File: config.mk
export PLATFORM = sky130hd
export DESIGN_NAME = onehot_rr_arbiter
export DESIGN_NICKNAME = d
export VERILOG_FILES = /design/src/rtl/onehot_rr_arbiter.sv
export SDC_FILE = /design/constraint.sdc
export NUM_CORES = 1
export LEC_CHECK = 0
export CORE_ASPECT_RATIO = 2
export CORE_UTILIZATION = 26
export CTS_CLUSTER_DIAMETER = 50
export DETAILED_ROUTE_END_ITERATION = 8
export PLACE_DENSITY = 0.56
export SETUP_SLACK_MARGIN = 0.05
export SYNTH_ARGS = -nofsm -noshare
export SYNTH_HDL_FRONTEND = slang
export SYNTH_SLANG_ARGS = --single-unit
File: constraint.sdc
create_clock -name clk -period 3.7 [get_ports clk]
set_clock_uncertainty 0.05 [all_clocks]
set_input_delay 0.37 -clock clk [delete_from_list [all_inputs] [get_ports clk]]
set_output_delay 0.37 -clock clk [all_outputs]
set_load 0.01 [all_outputs]
File: src/rtl/onehot_rr_arbiter.sv
// Round-robin arbiter issuing a registered one-hot grant, held until done.
// Optional grant timeout is compiled in with macro RR_ARB_TIMEOUT_EN.
module onehot_rr_arbiter #(
  parameter int N        = 5,
  parameter int MAX_HOLD = 8
) (
  input  logic                 clk,
  input  logic                 rst_n,
  input  logic [N-1:0]         req_i,
  input  logic                 done_i,
  output logic                 gnt_vld_o,
  output logic [N-1:0]         gnt_o,
  output logic [$clog2(N)-1:0] gnt_idx_o,
  output logic                 timeout_o
);

  localparam int IW = $clog2(N);
  localparam logic [0:0] ST_IDLE = 1'b0;
  localparam logic [0:0] ST_BUSY = 1'b1;

  if ((N < 2) || (N > 32) || (MAX_HOLD < 2)) begin : g_bad_param
    $error("onehot_rr_arbiter: illegal N or MAX_HOLD");
  end

  logic [0:0]    state_q, state_d;
  logic [IW-1:0] ptr_q, ptr_d;
  logic [N-1:0]  gnt_q, gnt_d;
  logic [IW-1:0] idx_q, idx_d;
  logic          vld_q, vld_d;

  logic [2*N-1:0] req2_s;
  logic [N-1:0]   rot_s;
  logic [IW-1:0]  pos_s;
  logic           found_s;
  logic [IW:0]    sum_s;
  logic [IW-1:0]  sel_idx_s;
  logic [IW-1:0]  ptr_inc_s;

  // Rotating the doubled request vector by ptr puts requester ptr at bit 0.
  assign req2_s    = {req_i, req_i} >> ptr_q;
  assign rot_s     = req2_s[N-1:0];
  assign found_s   = |rot_s;
  assign sum_s     = {1'b0, ptr_q} + {1'b0, pos_s};
  assign sel_idx_s = (sum_s >= (IW+1)'(N)) ? IW'(sum_s - (IW+1)'(N)) : sum_s[IW-1:0];
  assign ptr_inc_s = (idx_q == IW'(N-1)) ? {IW{1'b0}} : idx_q + IW'(1);

  // Lowest set bit of the rotated request vector
  always_comb begin
    pos_s = {IW{1'b0}};
    for (int k = N-1; k >= 0; k--) begin
      if (rot_s[k]) begin
        pos_s = IW'(k);
      end else begin
      end
    end
  end

`ifdef RR_ARB_TIMEOUT_EN
  localparam int HW = $clog2(MAX_HOLD+1);
  logic [HW-1:0] hold_q, hold_d;
  logic          timeout_q, timeout_d;
`endif

  // Next-state logic for the IDLE/BUSY grant FSM
  always_comb begin
    state_d = state_q;
    ptr_d   = ptr_q;
    gnt_d   = gnt_q;
    idx_d   = idx_q;
    vld_d   = vld_q;
`ifdef RR_ARB_TIMEOUT_EN
    hold_d    = hold_q;
    timeout_d = 1'b0;
`endif
    case (state_q)
      ST_IDLE: begin
        if (found_s) begin
          state_d = ST_BUSY;
          vld_d   = 1'b1;
          idx_d   = sel_idx_s;
          gnt_d   = {{(N-1){1'b0}}, 1'b1} << sel_idx_s;
`ifdef RR_ARB_TIMEOUT_EN
          hold_d  = HW'(1);
`endif
        end else begin
          state_d = ST_IDLE;
        end
      end
      ST_BUSY: begin
`ifdef RR_ARB_TIMEOUT_EN
        if (done_i || (hold_q == HW'(MAX_HOLD))) begin
          timeout_d = ~done_i;
          hold_d    = {HW{1'b0}};
`else
        if (done_i) begin
`endif
          state_d = ST_IDLE;
          vld_d   = 1'b0;
          gnt_d   = {N{1'b0}};
          idx_d   = {IW{1'b0}};
          ptr_d   = ptr_inc_s;
        end else begin
`ifdef RR_ARB_TIMEOUT_EN
          hold_d = hold_q + HW'(1);
`endif
        end
      end
      default: begin
        state_d = ST_IDLE;
        vld_d   = 1'b0;
        gnt_d   = {N{1'b0}};
        idx_d   = {IW{1'b0}};
      end
    endcase
  end

  // State and output registers
  always_ff @(posedge clk or negedge rst_n) begin
    if (!rst_n) begin
      state_q <= ST_IDLE;
      ptr_q   <= {IW{1'b0}};
      gnt_q   <= {N{1'b0}};
      idx_q   <= {IW{1'b0}};
      vld_q   <= 1'b0;
    end else begin
      state_q <= state_d;
      ptr_q   <= ptr_d;
      gnt_q   <= gnt_d;
      idx_q   <= idx_d;
      vld_q   <= vld_d;
    end
  end

`ifdef RR_ARB_TIMEOUT_EN
  // Hold counter and timeout pulse register
  always_ff @(posedge clk or negedge rst_n) begin
    if (!rst_n) begin
      hold_q    <= {HW{1'b0}};
      timeout_q <= 1'b0;
    end else begin
      hold_q    <= hold_d;
      timeout_q <= timeout_d;
    end
  end
  assign timeout_o = timeout_q;
`else
  assign timeout_o = 1'b0;
`endif

  assign gnt_vld_o = vld_q;
  assign gnt_o     = gnt_q;
  assign gnt_idx_o = idx_q;

endmodule
# Word-level counts from Yosys, hierarchy flattened
# Cells that the tools add are included.
[totals]
register_bits = 13
elab_cells = 37
input_bits = 8
[op_classes]
reduce_logical = 3
n_bitwise = 1
shift = 2
n_lt_le_gt_ge = 1
add_sub_neg = 3
n_eq_ne = 3
muxes = 19
[ops]
columns = ["operator", "n"]
rows = [
  ["two-way mux 3 bit", 9],
  ["two-way mux 5 bit", 2],
  ["one-hot mux 5 bit (2 select lines)", 1],
  [">> shifter 10 x 3 -> 5 bit", 1],
  ["one-hot mux 3 bit (2 select lines)", 1],
  ["OR reduction 5 bit", 1],
  ["left shift 1 x 3 -> 5 bit, first input constant", 1],
  ["adder 3 x 3 -> 4 bit", 1],
  [">= comparator 4 x 3 -> 1 bit, second input constant", 1],
  ["two-way mux 1 bit", 4],
  ["!= test 2 bit, second input constant", 2],
  ["one-hot mux 1 bit (2 select lines)", 2],
  ["AND reduction 2 bit", 2],
  ["adder 3 x 1 -> 3 bit, second input constant", 1],
  ["equality test 3 bit, second input constant", 1],
  ["subtractor 3 bit, second input constant", 1],
  ["inverter 1 bit", 1],
]

# Longest topological paths before layout
# Gate-level depths: netlist (run 1).
[depth]
ltp_word = 12
mapped_depth = 17

# Worst setup path after synthesis (run 1)
# OpenSTA, ideal clock, no wires.
[synth_path]
path_kind = "reg-to-reg"
from = "reg ptr_q[1]"
to = "reg gnt_q[2] (netlist: gnt_o[2])"
path_stages_with_launch = 18
setup_time_ns = 0.121
required_ns = 3.529
n_path_buf = 1
slack_ns = -0.388
synth_period_minus_slack_ns = 4.088
t_arrival_ns = 3.917
path_cell_list = "dfrtp_1 > buf_6 > mux2i_2 > o22ai_1 > a211oi_4 > nor2b_1 > o22ai_1 > o21ai_1 > ha_1 > fa_1 > inv_1 > ha_1 > nor2b_1 > o21ai_1 > a211oi_2 > mux2_2 > and3b_1 > a22o_1"
[synth_via]
elab_chain_len = 12
[synth_lines]
columns = ["item", "line", "rtl"]
rows = [
  ["start: declaration", "26", "logic [IW-1:0] ptr_q, ptr_d;"],
  ["start signal: assignment", "121", "ptr_q <= {IW{1'b0}};"],
  ["start signal: assignment", "127", "ptr_q <= ptr_d;"],
  [">> shifter 10 x 3 -> 5 bit", "40", "assign req2_s = {req_i, req_i} >> ptr_q;"],
  ["two-way mux 3 bit (5 in a row)", "51", "if (rot_s[k]) begin"],
  ["adder 3 x 3 -> 4 bit", "43", "assign sum_s = {1'b0, ptr_q} + {1'b0, pos_s};"],
  [">= comparator 4 x 3 -> 1 bit / subtractor 3 bit (equally long branches)", "44", "assign sel_idx_s = (sum_s >= (IW+1)'(N)) ? IW'(sum_s - (IW+1)'(N)) : sum_s[IW-1:0];"],
  ["two-way mux 3 bit", "44", ""],
  ["left shift 1 x 3 -> 5 bit", "81", "gnt_d = {{(N-1){1'b0}}, 1'b1} << sel_idx_s;"],
  ["two-way mux 5 bit", "77", "if (found_s) begin"],
  ["one-hot mux 5 bit (2 select lines)", "75", "case (state_q)"],
  ["end signal: assignment", "122", "gnt_q <= {N{1'b0}};"],
  ["end signal: assignment", "128", "gnt_q <= gnt_d;"],
  ["end: declaration", "27", "logic [N-1:0] gnt_q, gnt_d;"],
]
# Several ways; a longest one is shown, not always the timed one. The select of a mux whose other input is x is not followed.
# A chain may end at the register's enable or synchronous reset.

# Final worst setup path (run 1)
[layout_path]
from = "reg ptr_q[1]"
to = "reg gnt_q[4] (netlist: gnt_o[4])"
# Same word-level chain as after synthesis.

==> flow_summary.ini, run 1 <==
[status]
outcome = finished, violations left
violations = negative setup slack

[global_route]
gr-usage-all-layers_pct = 14.5
grt_pass1_vias = 1287
grt-ovfl-total = 0
grt_max_degree = 14
grt_antenna_before_repair = 0
grt_pass1_wl_mm = 5.75

[clock_network]
cts-buffers-inserted = 3
cts-root-buf = clkbuf_8
ctsHoldBuffers = 0
cts.clk_slew.worst_paths_ns = 0.06
tritoncts = yes
clock-sinks = 13
clockBufferDepth = 2
clk_latency_ns = 0.24
htreeDepth = 1

[yosys]
synth_area_leaders = dfrtp_1 (26%), mux2i_1 (12%), ha_1 (7.0%)
synth-simple-area-share_pct = 18.6
synth_edf_count = 0
netlist_instances = 133
synth_xor_area_share_pct = 1.41
synth_top_family_by_area = compound AO/OA/AOI/OAI gates
synth-main-ff-cell = dfrtp_1
yosysTopAreaCell = dfrtp_1
ys_types = 45
synth_area_per_cell_um2 = 9.34
synthAdderAreaFrac_pct = 8.66
synthMuxAreaShare_pct = 17.7
yosys_warnings = 0
synth_common_cells = mux2i_1 (15), dfrtp_1 (13), nand2_1 (10)
synthMostInstantiatedCell = mux2i_1
ys_ff_latch = 13
synth-compound-area-share_pct = 21.1
seq_area_frac_synth_pct = 26.2
synth_top_area_share_pct = 26.2
synthArstFlopShare_pct = 100
syn-num-nets = 149
synth_area_mm2 = 0.00124

[sta]
hold_viol = 0
rsz0062_at_grt = yes
fmax_mhz = 262
finalHoldWorstSlack_ns = 0.450
drv_slew = 0
finalCritPeriodShare_pct = 103
slew_headroom_pct = 60.6
worst_pin_slew_ns = 0.589
setup_viol = 6
timing.final.ws_setup_ns = -0.112
period_needed_ns = 3.81

[die]
row_count = 35
die_h_um = 99.8
dieArea_mm2 = 0.00508
die_width_um = 50.9
core_mm2 = 0.00460
design.portCount = 18
initial_core_util_pct = 27.0

[setup_path]
cpLargestDelayFamily = adder cells
cp_common_cell = ha_2
required_ns = 3.78
cp_slowest_stage_delay_ns = 0.58
path_cells = buf_4, mux2_4, nor2_4, nor2_1, o211ai_1, o21ai_1, ha_2, fa_1, inv_2, ha_2, nor2b_4, o21ai_2, a211oi_2, buf_6, mux2i_4, nor3_1, a22o_1
critPathSlowestCell = fa_1
crit_arrival_ns = 3.89
end_kind = flip-flop
worst-path-buf-inv = 3
cp_max_fo = 6
crit_path_start_kind = flip-flop
critical_path_class = flip-flop to flip-flop

[finish]
drive_above_1_share_pct = 43.7
finalNonFillerCells = 238
nNetsFinal = 200
diodes = 0
fill_cells = 445
syn2layout_area_growth_pct = 54.8

[placement]
place_ws_ns = -0.491
dp_cells = 226
port_buffers = 16
gp_congestion = 0.804
dpl.hpwl_mm = 2.48

[route]
drc_errors = 0
drt_iter0_drc = 10
drt-wirelength-per-cell_um = 14.0
dr.pass1.iters = 4
ant_nets = 0
vias = 1162
drt-total-wl_mm = 3.34
vias_per_cell = 4.88

[hold_path]
hp-class = input port to async pin

[run]
drv_cap = 0
## worst reg2reg max path: cells and delay by family (launching register included)
family,cells,cell delay [ns]
adders and majority gates,3,0.96
and+or+nand+nor,4,0.33
buffers and inverters,3,0.42
AOI/OAI and AO/OA,5,0.85
DFF,1,0.48
muxes,2,0.59
## per-layer routing
metal  track usage (%)  part of all wire, %  up-vias
li1                  -                    -      576
met2              28.0                   59       20
met1              15.3                   37      561
met3              1.22                  2.6        5
met5                 0                    0        -
met4              5.98                  1.1        0
## logic make-up (layout without fill, tap and decap cells)
kind of cell / Yosys count / count (layout)
DFF: 13 / 13
xor gates and xnor gates: 2 / 2
and+or+nand+nor: 40 / 40
adders and majority gates: 8 / 8
AOI/OAI and AO/OA: 34 / 34
buffers and inverters: 14 / 64
muxes: 21 / 21
other: 1 / 1
## layout by cell type (no fill, tap or decap), types with 3 or more instances in the layout
master / count
ha_1: 4
dlygate4sd2_1: 3
inv_1: 7
a21oi_1: 4
buf_4: 34
a22o_1: 4
nor2b_4: 3
o21ai_1: 5
nor2_1: 8
clkdlybuf4s50_1: 11
mux2_4: 3
dfrtp_1: 10
clkbuf_8: 3
mux2i_1: 10
nand2b_1: 5
dfrtp_2: 3
mux2i_4: 4
nand2_1: 10
## cell type report
| class | count | area, µm² | area share (%) |
|---|---|---|---|
| Multi-Input combinational cell | 106 | 1020 | 53.3 |
| Timing Repair Buffer | 52 | 424 | 22.1 |
| Sequential cell | 13 | 329 | 17.1 |
| Tap cell | 55 | 68.8 | 3.58 |
| Clock buffer | 3 | 41.3 | 2.15 |
| Inverter | 8 | 30.0 | 1.56 |
| Clock inverter | 1 | 5.00 | 0.260 |
## final timing paths
check	from	endpoint	slack [ns]	cells past startpoint
hold reg to reg	gnt_o[4]$_DFFE_PN0P_	gnt_o[4]$_DFFE_PN0P_	0.45	1
min in group clk	gnt_o[4]$_DFFE_PN0P_	gnt_o[4]$_DFFE_PN0P_	0.45	1
setup reg to reg	ptr_q[1]$_DFFE_PN0P_	gnt_o[4]$_DFFE_PN0P_	-0.11	17
hold / removal	rst_n	gnt_o[1]$_DFFE_PN0P_	0.45	1
setup / recovery	ptr_q[1]$_DFFE_PN0P_	gnt_o[4]$_DFFE_PN0P_	-0.11	17
max in group asynchronous	rst_n	ptr_q[2]$_DFFE_PN0P_	2.73	1
## state kept, by name (all words and copies together) (netlist names)
register   count
gnt_vld_o      1
state_q        1
gnt_o          5
ptr_q          3
gnt_idx_o      3
## stage by stage
stage | TNS [ns] | util (%) | cell area, µm²
finish | -0.508 | 41.8 | 1920
global route | -2.24 | 41.8 | 1920
CTS | -0.277 | 39.5 | 1820
detailed placement | -3.10 | 36.4 | 1680
global placement | -2.84 | 36.4 | 1680
floorplan | -0.602 | - | 1280
## what timing repair did
item	CTS	global route
setup endpoints to repair	7	8
resized for setup	22	20
buffers inserted	4	5
pin swaps	7	7
Power of run 1 is left out: the tool's default activity adds up to more than one toggle a clock period on the data nets, which glitch-free logic cannot reach.
==> inputs of run 2 (changes only) <==
--- a/config.mk
+++ b/config.mk
@@ -5,7 +5,8 @@
 export SDC_FILE = /design/constraint.sdc
 export NUM_CORES = 1
 export LEC_CHECK = 0
-export CORE_ASPECT_RATIO = 2
+export CAP_MARGIN = 0
+export CORE_ASPECT_RATIO = 0.5
 export CORE_UTILIZATION = 26
 export CTS_CLUSTER_DIAMETER = 50
 export DETAILED_ROUTE_END_ITERATION = 8
==> run 2 against run 1 <==
Against the previous run:
- the flow still finishes with violations (negative setup slack)
- design area fell by 1.8%
- fmax increased by 0.28%
- count of clock-buffer cells in the layout rose by 1
- register-to-register slack about the same
- first-iteration DRC count grew to 3.5 times the previous value
- sequential cell count is the same
- via count is 2.9% lower
- critical endpoint is now gnt_o[1]$_DFFE_PN0P_
- critical path type unchanged
- hold slack gained 0.014 ns
- critical path depth unchanged
- die area unchanged
- non-clock buffer count fell by 3
==> flow_summary.ini, run 2 (synthesized netlist as in run 1, its figures left out) <==
[status]
violations = negative setup slack
outcome = finished, violations left

[route]
vias = 1128
dr.pass1.iters = 4
ant_nets = 0
drt-wirelength-per-cell_um = 13.3
drt-total-wl_mm = 3.28
drc_errors = 0
drt_iter0_drc = 35
vias_per_cell = 4.59

[placement]
place_ws_ns = -0.462
place_area_mm2 = 0.00168
dpl.hpwl_mm = 2.38
dp_cells = 236
gp_congestion = 0.761
port_buffers = 16

[power]
ir_drop_uv = 430
power-per-cell-area_mw_per_mm2 = 1180
p_leak_nw = 0.844
pwr-share-comb_pct = 82.2
switching_share_pct = 43.3
power.total_mw = 2.23
pwr-share-clk_pct = 5.8
p_sw_mw = 0.964
seqPwrFrac_pct = 11.9
p_int_mw = 1.26

[global_route]
grt_pass1_wl_mm = 5.19
grt_pass1_vias = 1066
busiest_layer = met2
met1_usage_pct = 17.7
gr-usage-all-layers_pct = 13.2
grt_use_met3_pct = 3.01
grt_antenna_before_repair = 0
use_met2_pct = 22.1
grt-ovfl-total = 0
grt_max_degree = 14

[finish]
layout_commonest_cell = buf_4
syn2layout_area_growth_pct = 52.0
design_area_mm2 = 0.00189
final_cell_mix = buf_4 (32), mux2i_1 (12), clkdlybuf4s50_1 (12)
nNetsFinal = 197
largest_reg_flops = 5
diodes = 0
drive_above_1_share_pct = 38.3
finalNonFillerCells = 246

[clock_network]
clk_latency_ns = 0.24
clock-sinks = 13
clockBufferDepth = 2
tritoncts = yes
cts.clk_slew.worst_paths_ns = 0.06
cts-buffers-inserted = 3
htreeDepth = 1
cts-root-buf = clkbuf_8

[sta]
rsz0062_at_grt = yes
worst_pin_slew_ns = 0.620
finalCritPeriodShare_pct = 103
setup_viol = 6
period_needed_ns = 3.80
drv_slew = 0
timing.final.ws_setup_ns = -0.101
hold_viol = 0
setup_tns_ns = -0.382
fmax_mhz = 263
slew_headroom_pct = 58.6

[die]
design.portCount = 18
core_mm2 = 0.00449
initial_core_util_pct = 27.7
die_h_um = 50.9
dieArea_mm2 = 0.00508
die_width_um = 99.8
row_count = 17

[setup_path]
crit_path_start_kind = flip-flop
required_ns = 3.78
reg2reg_from = ptr_q[1]$_DFFE_PN0P_
end_kind = flip-flop
r2r-end = gnt_o[1]$_DFFE_PN0P_
ff2ff_setup_slack_ns = -0.10
crit_arrival_ns = 3.88
cp_max_fo = 6
worst_r2r_path_depth = 17
critical_path_class = flip-flop to flip-flop

[hold_path]
hp-class = input port to async pin

[run]
drv_cap = 0
==> run 2: changes by cell type in the layout (fill, tap and decap cells not counted), moves of 2 or more <==
cell      delta
mux2i_4      -2
buf_4        -2
mux2i_1      +2
clkbuf_2     -2
==> run 2: repair_timing <==
item | 4_1_cts | 5_1_grt
hold buffers | 0 | 0
endpoints found under the hold margin | 0 | 0
resized for setup | 20 | 9
setup buffers | 4 | 3
pin swaps | 10 | 3
setup endpoints to repair | 8 | 8
==> run 2: critical path, stage by stage (launching register included) <==
cell and delay, ns:
dfrtp_2 0.47, mux2i_2 0.29, o22ai_2 0.14, a211oi_4 0.19, nor2b_4 0.20, o22ai_2 0.08
o21ai_1 0.14, ha_2 0.21, fa_1 0.46, inv_2 0.11, ha_4 0.13, nor2b_4 0.16
o21ai_2 0.06, a211oi_2 0.25, buf_4 0.20, mux2i_2 0.25, nor3b_1 0.09, a211o_1 0.22
==> run 2: worst max-delay path by stage <==
stage / from / cells after the start / slack, ns / end
after global placement: req_i[4] / 17 / -0.44 / gnt_o[4]$_DFFE_PN0P_
after detailed placement: req_i[2] / 19 / -0.46 / gnt_o[4]$_DFFE_PN0P_
after floorplan: ptr_q[1]$_DFFE_PN0P_ / 17 / -0.21 / gnt_o[3]$_DFFE_PN0P_
final: ptr_q[1]$_DFFE_PN0P_ / 17 / -0.10 / gnt_o[1]$_DFFE_PN0P_
after global routing: ptr_q[1]$_DFFE_PN0P_ / 17 / -0.24 / gnt_o[1]$_DFFE_PN0P_
after CTS: ptr_q[1]$_DFFE_PN0P_ / 17 / -0.04 / gnt_o[4]$_DFFE_PN0P_
==> run 2: metal layers <==
layer	part of all wire [%]	up-vias
li1	-	573
met1	50	536
met2	46	15
met3	2.8	4
met4	0.91	0
met5	0	-
==> run 2: power groups by stage <==
stage	Clock (mW)	Combinational, mW	Sequential [mW]
finish	0.130	1.83	0.266
detailed placement	0	1.45	0.262
global route	0.139	1.97	0.275
CTS	0.133	1.61	0.264
global placement	0	1.42	0.261
floorplan	0	0.938	0.252
==> run 2: area by class of cell <==
cell class / instances / area, µm²
Fill cell: 439 / 2600
Multi-Input combinational cell: 106 / 995
Timing Repair Buffer: 49 / 407
Sequential cell: 13 / 329
Tap cell: 66 / 82.6
Clock buffer: 4 / 45.0
Inverter: 8 / 30.0
==> run 2: through the flow <==
stage | hold WS, ns | utilization, %
floorplan | 0.0244 | -
global placement | 0.443 | 37.5
detailed placement | 0.444 | 37.5
CTS | 0.471 | 40.4
global route | 0.485 | 42.1
finish | 0.464 | 42.1
(Power assumes the default switching activity.)
